==> src/rtl/me_pkg.sv <==
// Shared motion-estimation definitions: block geometry, default frame pitch and
// the state encoding of the current-block fetch sequencer.
package me_pkg;

  localparam int PIXEL            = 8;
  localparam int CURR_ROWS        = 32;
  localparam int CURR_WORDS_ROW   = 16;
  localparam int STRIDE_WORDS_DEF = 960;

  localparam logic [2:0] ST_IDLE_ENC      = 3'd0;
  localparam logic [2:0] ST_FETCH_ENC     = 3'd1;
  localparam logic [2:0] ST_WAIT_COMB_ENC = 3'd2;
  localparam logic [2:0] ST_PRESENT_ENC   = 3'd3;
  localparam logic [2:0] ST_DONE_ENC      = 3'd4;

  typedef enum logic [2:0] {
    ST_IDLE      = ST_IDLE_ENC,
    ST_FETCH     = ST_FETCH_ENC,
    ST_WAIT_COMB = ST_WAIT_COMB_ENC,
    ST_PRESENT   = ST_PRESENT_ENC,
    ST_DONE      = ST_DONE_ENC
  } fetch_state_e;

endpackage

==> src/rtl/curr_addr_gen.sv <==
// Current-block SRAM address generator: latched base plus an accumulated row
// offset plus a word counter, all modulo 2^ADDR_W.
module curr_addr_gen import me_pkg::*; #(
  parameter int ADDR_W       = 16,
  parameter int STRIDE_WORDS = STRIDE_WORDS_DEF,
  parameter int WORDS_ROW    = CURR_WORDS_ROW
) (
  input  logic              clk,
  input  logic              rst_n,
  input  logic              load,
  input  logic              row_inc,
  input  logic              word_inc,
  input  logic [ADDR_W-1:0] base_in,
  output logic [ADDR_W-1:0] addr_next,
  output logic              last_word
);

  localparam int                WORD_W = $clog2(WORDS_ROW);
  localparam logic [ADDR_W-1:0] STRIDE = ADDR_W'(STRIDE_WORDS);
  localparam logic [WORD_W-1:0] LAST_W = WORD_W'(WORDS_ROW - 1);

  logic [ADDR_W-1:0] base_q, base_d;
  logic [ADDR_W-1:0] off_q, off_d;
  logic [WORD_W-1:0] word_q, word_d;

  always_comb begin
    base_d = base_q;
    off_d  = off_q;
    word_d = word_q;
    if (load) begin
      base_d = base_in;
      off_d  = '0;
      word_d = '0;
    end else if (row_inc) begin
      off_d  = off_q + STRIDE;
      word_d = '0;
    end else if (word_inc) begin
      word_d = word_q + 1'b1;
    end
  end

  // Address of the word that will be issued next cycle, so the top can register it.
  assign addr_next = base_d + off_d + {{(ADDR_W - WORD_W){1'b0}}, word_d};
  assign last_word = (word_q == LAST_W);

  always_ff @(posedge clk or negedge rst_n) begin
    if (!rst_n) begin
      base_q <= '0;
      off_q  <= '0;
      word_q <= '0;
    end else begin
      base_q <= base_d;
      off_q  <= off_d;
      word_q <= word_d;
    end
  end

endmodule

==> src/rtl/current_block_fetch_ctrl.sv <==
// Sequences the load of one current block: 2-pixel SRAM word reads per row, then
// presents each combined 32-pixel row to the PE array over a valid/ready handshake.
module current_block_fetch_ctrl import me_pkg::*; #(
  parameter int ADDR_W       = 16,
  parameter int STRIDE_WORDS = STRIDE_WORDS_DEF,
  parameter int ROWS         = CURR_ROWS,
  parameter int WORDS_ROW    = CURR_WORDS_ROW
) (
  input  logic              clk,
  input  logic              rst_n,
  input  logic              start,
  input  logic              abort,
  input  logic [ADDR_W-1:0] blk_base_addr,
  output logic              mem_rd_en,
  output logic [ADDR_W-1:0] mem_addr,
  output logic              in_curr_enable,
  input  logic              curr_ready_32,
  output logic              row_valid,
  input  logic              row_ready,
  output logic [4:0]        row_idx,
  output logic              busy,
  output logic              done,
  output fetch_state_e      dbg_state
);

  // Handshake: a row transfers on a clock edge where row_valid & row_ready are both
  // high; row_valid and row_idx stay stable until then, and row_ready is ignored otherwise.

  localparam logic [4:0] ROW_LAST = 5'(ROWS - 1);

  fetch_state_e      state_q, state_d;
  logic [4:0]        row_q, row_d;
  logic              ag_load, ag_row_inc, ag_word_inc, ag_last_word;
  logic [ADDR_W-1:0] ag_addr_next;

  logic              mem_rd_en_q, mem_rd_en_d;
  logic [ADDR_W-1:0] mem_addr_q, mem_addr_d;
  logic              row_valid_q, row_valid_d;
  logic [4:0]        row_idx_q, row_idx_d;
  logic              busy_q, busy_d;
  logic              done_q, done_d;

  curr_addr_gen #(
    .ADDR_W       (ADDR_W),
    .STRIDE_WORDS (STRIDE_WORDS),
    .WORDS_ROW    (WORDS_ROW)
  ) u_addr_gen (
    .clk       (clk),
    .rst_n     (rst_n),
    .load      (ag_load),
    .row_inc   (ag_row_inc),
    .word_inc  (ag_word_inc),
    .base_in   (blk_base_addr),
    .addr_next (ag_addr_next),
    .last_word (ag_last_word)
  );

  always_comb begin
    state_d     = state_q;
    row_d       = row_q;
    ag_load     = 1'b0;
    ag_row_inc  = 1'b0;
    ag_word_inc = 1'b0;
    // abort outranks everything, including a start arriving in IDLE
    if (abort) begin
      state_d = ST_IDLE;
    end else begin
      case (state_q)
        ST_IDLE: begin
          if (start) begin
            state_d = ST_FETCH;
            row_d   = '0;
            ag_load = 1'b1;
          end
        end
        ST_FETCH: begin
          ag_word_inc = 1'b1;
          if (ag_last_word) state_d = ST_WAIT_COMB;
        end
        ST_WAIT_COMB: begin
          if (curr_ready_32) state_d = ST_PRESENT;
        end
        ST_PRESENT: begin
          if (row_ready) begin
            if (row_q == ROW_LAST) begin
              state_d = ST_DONE;
            end else begin
              state_d    = ST_FETCH;
              row_d      = row_q + 5'd1;
              ag_row_inc = 1'b1;
            end
          end
        end
        ST_DONE: state_d = ST_IDLE;
        default: state_d = ST_IDLE;
      endcase
    end

    // Outputs are registered from the next state so they line up with it.
    mem_rd_en_d = (state_d == ST_FETCH);
    mem_addr_d  = mem_rd_en_d ? ag_addr_next : '0;
    row_valid_d = (state_d == ST_PRESENT);
    row_idx_d   = row_valid_d ? row_d : 5'd0;
    busy_d      = (state_d != ST_IDLE);
    done_d      = (state_d == ST_DONE);
  end

  always_ff @(posedge clk or negedge rst_n) begin
    if (!rst_n) begin
      state_q     <= ST_IDLE;
      row_q       <= '0;
      mem_rd_en_q <= 1'b0;
      mem_addr_q  <= '0;
      row_valid_q <= 1'b0;
      row_idx_q   <= '0;
      busy_q      <= 1'b0;
      done_q      <= 1'b0;
    end else begin
      state_q     <= state_d;
      row_q       <= row_d;
      mem_rd_en_q <= mem_rd_en_d;
      mem_addr_q  <= mem_addr_d;
      row_valid_q <= row_valid_d;
      row_idx_q   <= row_idx_d;
      busy_q      <= busy_d;
      done_q      <= done_d;
    end
  end

  assign mem_rd_en      = mem_rd_en_q;
  assign in_curr_enable = mem_rd_en_q;
  assign mem_addr       = mem_addr_q;
  assign row_valid      = row_valid_q;
  assign row_idx        = row_idx_q;
  assign busy           = busy_q;
  assign done           = done_q;
  assign dbg_state      = state_q;

endmodule

==> config.mk <==
export PLATFORM = sky130hd
export DESIGN_NAME = current_block_fetch_ctrl
export DESIGN_NICKNAME = d
export VERILOG_FILES = /design/src/rtl/me_pkg.sv /design/src/rtl/curr_addr_gen.sv /design/src/rtl/current_block_fetch_ctrl.sv
export SDC_FILE = /design/constraint.sdc
export NUM_CORES = 1
export LEC_CHECK = 0
export CAP_MARGIN = 10
export CELL_PAD_IN_SITES_DETAIL_PLACEMENT = 1
export CELL_PAD_IN_SITES_GLOBAL_PLACEMENT = 1
export CORE_UTILIZATION = 46
export DETAILED_ROUTE_END_ITERATION = 16
export PLACE_DENSITY_LB_ADDON = 0.1
export SLEW_MARGIN = 30
export SYNTH_ARGS = -nofsm -noshare
export SYNTH_HDL_FRONTEND = slang
export SYNTH_SLANG_ARGS = --single-unit
==> constraint.sdc <==
create_clock -name clk -period 6.3 [get_ports clk]
set_clock_uncertainty 0.05 [all_clocks]
set_input_delay 1.89 -clock clk [delete_from_list [all_inputs] [get_ports clk]]
set_output_delay 1.89 -clock clk [all_outputs]
set_load 0.01 [all_outputs]
==> results.yml <==
placed_design:
  place_congestion: 0.783
  place_ws_ns: 0.132
  dpl.hpwl_um: 6290
  io_buffers: 50
timing:
  final.period_utilization_pct: 93.5
  hold_violations: 0
  setup_violations: 0
  setup_slack_ns: 0.407
  slew_viol_final: 0
  fmax_mhz: 170
  slew_headroom_pct: 56.1
  rsz0062_at_grt: "false"
  finalSetupTns_ns: 0
  period_minus_slack_ns: 5.89
  worst_pin_slew_ns: 0.659
grt:
  grt-ovfl-total: 0
  grt_max_degree: 70
  grt_pass1_wl_um: 15300
  grt_pass1_vias: 3079
  antenna_found_initial: 0
  grtUsageTotal_pct: 24.0
hold_path:
  hp-start: "u_addr_gen.base_q[13]"
  hold_depth: 2
  hp-class: "flop to flop"
  worstHoldEndpoint: "u_addr_gen.base_q[13]"
drt:
  drc: 0
  routed_wl_um: 8910
  ant_nets: 0
  num_vias: 2826
  drt-initial-drc-count: 82
  dr.pass1.iters: 4
  wl_per_cell_um: 16.9
  vias_per_cell: 5.37
worst_setup_path:
  ff2ff_path_depth: 16
  critPathSlowestCell: "clkdlybuf4s50_1"
  cp-end-kind: "flop"
  crit_fanout: 6
  path_buf_inv: 3
  cp_slowest_stage_delay_ns: 0.55
  r2r_end: "mem_addr[15]"
  regToRegSetupSlack_ns: 2.07
  worstSetupPathType: "input pin to flop"
  worstSetupPathDepth: 16
  startpoint_type: "input pin"
  crit_start: "abort"
  worstReg2RegStart: "row_q[0]"
  crit_chain: "clkdlybuf4s50_1 > or2_2 > nor2_1 > nand2_1 > xor2_1 > nor2_1 > inv_1 > fa_1 > inv_1 > fa_1 > a21oi_1 > o22ai_1 > o31ai_1 > o21ai_0 > a211o_1 > nand2_1"
  path_delay_family: "compound AO/OA/AOI/OAI gates"
  arrival_ns: 6.13
  crit_required_ns: 6.54
logic_synthesis:
  synth_area_per_cell_um2: 9.89
  synth_top_area_share_pct: 47.7
  synth-async-reset-ratio_pct: 100
  synth_area_leaders: "dfrtp_1 48%, ha_1 9.7%, nand2_1 5.9%"
  ys_seq_elements: 69
  synth_top_cell_by_area: "dfrtp_1"
  synth_cells: 366
  ys.flop_type: "dfrtp_1"
  syn_nets: 421
  ys_warn_count: 0
  seq_area_frac_synth_pct: 47.7
  ys_types: 51
  synth_edf_count: 0
  netlist_area_um2: 3620
floorplanning:
  die_area_um2: 8230
  start_util_pct: 48.6
  io_pins: 51
  rows: 31
  die_y_um: 90.7
  die_w_um: 90.7
  core_um2: 7450
clocking:
  cts_made_buffers: 9
  cts_setup_buffers: 0
  cts.sinks: 69
  cts-root-buf: "clkbuf_8"
  clockBufferDepth: 2
  tritoncts: "yes"
  cts_max_level: 3
  path_clk_slew_ns: 0.07
  clkLatencyLatePin_ns: 0.35
  cts_resized: 0
  cts.hold.buffers_added: 0
cells_and_area:
  final-seq-area_um2: 1730
  synthToLayoutAreaGrowth_pct: 23.7
  fillers: 850
  drive_gt1_share_pct: 6.79
  fin_nets: 477
  antenna_cells: 0
  multi_input_area_um2: 1730
flow_run:
  maxCapViolCount: 0
pwr:
  finalPower_mw: 1.18
  p_leak_nw: 2.23
  power.density_nw_per_um2: 264
  ir_worst_vdd_v: 0.000174
outcome:
  status: "completed"
logic make-up after synthesis:
logic type      count (synthesis)  synth area share, %
compound gates                 50                 8.68
buf+inv                        37                 4.39
flops                          69                 47.7
mux                             5                 1.38
simple gates                  153                 20.8
fa+ha+maj                      33                 12.4
xor+xnor                       19                 4.60
stage by stage:
stage,utilization [%],std cells,instance area (um^2),hold WS (ns)
floorplan,-,366,3620,0.394
global placement,56.6,510,4220,0.411
detailed placement,56.6,510,4220,0.424
CTS,60.1,526,4470,0.441
global route,60.1,526,4480,0.463
finish,60.1,526,4480,0.433
layer usage:
| metal | part of all wire [%] | up-vias | global-route usage [%] |
|---|---|---|---|
| met5 | 0 | - | 0 |
| met4 | 1.6 | 0 | 9.01 |
| met3 | 2.5 | 14 | 2.86 |
| met2 | 53 | 46 | 43.8 |
| met1 | 43 | 1414 | 28.8 |
| li1 | - | 1352 | - |
cell usage in the layout (no fill, tap or decap), drive strengths merged, types with 11 or more instances in the layout:
| master | instances |
|---|---|
| clkdlybuf4s50 | 49 |
| dfrtp | 69 |
| inv | 28 |
| nor2 | 37 |
| xor2 | 11 |
| ha | 28 |
| nand2 | 57 |
| a21oi | 19 |
| clkbuf | 13 |
cell type report:
type	instances	area share, %
clock buffers	13	3.77
clock inverters	3	2.01
inverters	28	2.35
multi-input cells	260	38.7
flip-flops and latches	69	38.6
well taps	99	2.77
repair buffers	54	11.8
where the power goes:
| part | total [mW] | switching, mW | leakage (nW) | internal [mW] |
|---|---|---|---|---|
| registers | 0.494 | 0.0148 | 0.925 | 0.479 |
| clock network | 0.464 | 0.168 | 0.130 | 0.296 |
| logic | 0.226 | 0.127 | 1.17 | 0.0991 |
registers in the layout, indices dropped and copies added, names as in the netlist:
signal	count
busy	1
dbg_state	3
done	1
in_curr_enable	1
mem_addr	16
row_idx	5
row_q	5
row_valid	1
u_addr_gen.base_q	16
u_addr_gen.off_q	16
u_addr_gen.word_q	4
synthesized netlist by cell type, drive strengths merged (2+ instances only):
cell / number
nand3: 9
dfrtp: 69
a21oi: 19
nand4: 10
ha: 28
a211o: 2
nand3b: 6
xnor2: 8
o22ai: 2
nor3b: 2
a21o: 2
nand2: 57
o21a: 3
nor4: 2
nor2b: 4
inv: 28
nor2: 37
fa: 5
or2: 2
mux2i: 5
buf: 4
nor3: 10
clkbuf: 5
and2: 7
xor2: 11
o21ai: 10
worst min-delay path: stages, from the launching register on:
cell	delay [ns]
dfrtp_1	0.32
nand2_1	0.04
nand2_1	0.08
how the worst max path moves through the flow:
stage,end,slack [ns]
after global placement,mem_addr[15],0.39
after floorplan,mem_addr[15],1.25
final,mem_addr[15],0.41
after global routing,mem_addr[15],0.14
after detailed placement,mem_addr[15],0.13
after CTS,mem_addr[15],0.43
Note: power is estimated with default switching activity, not from simulation.
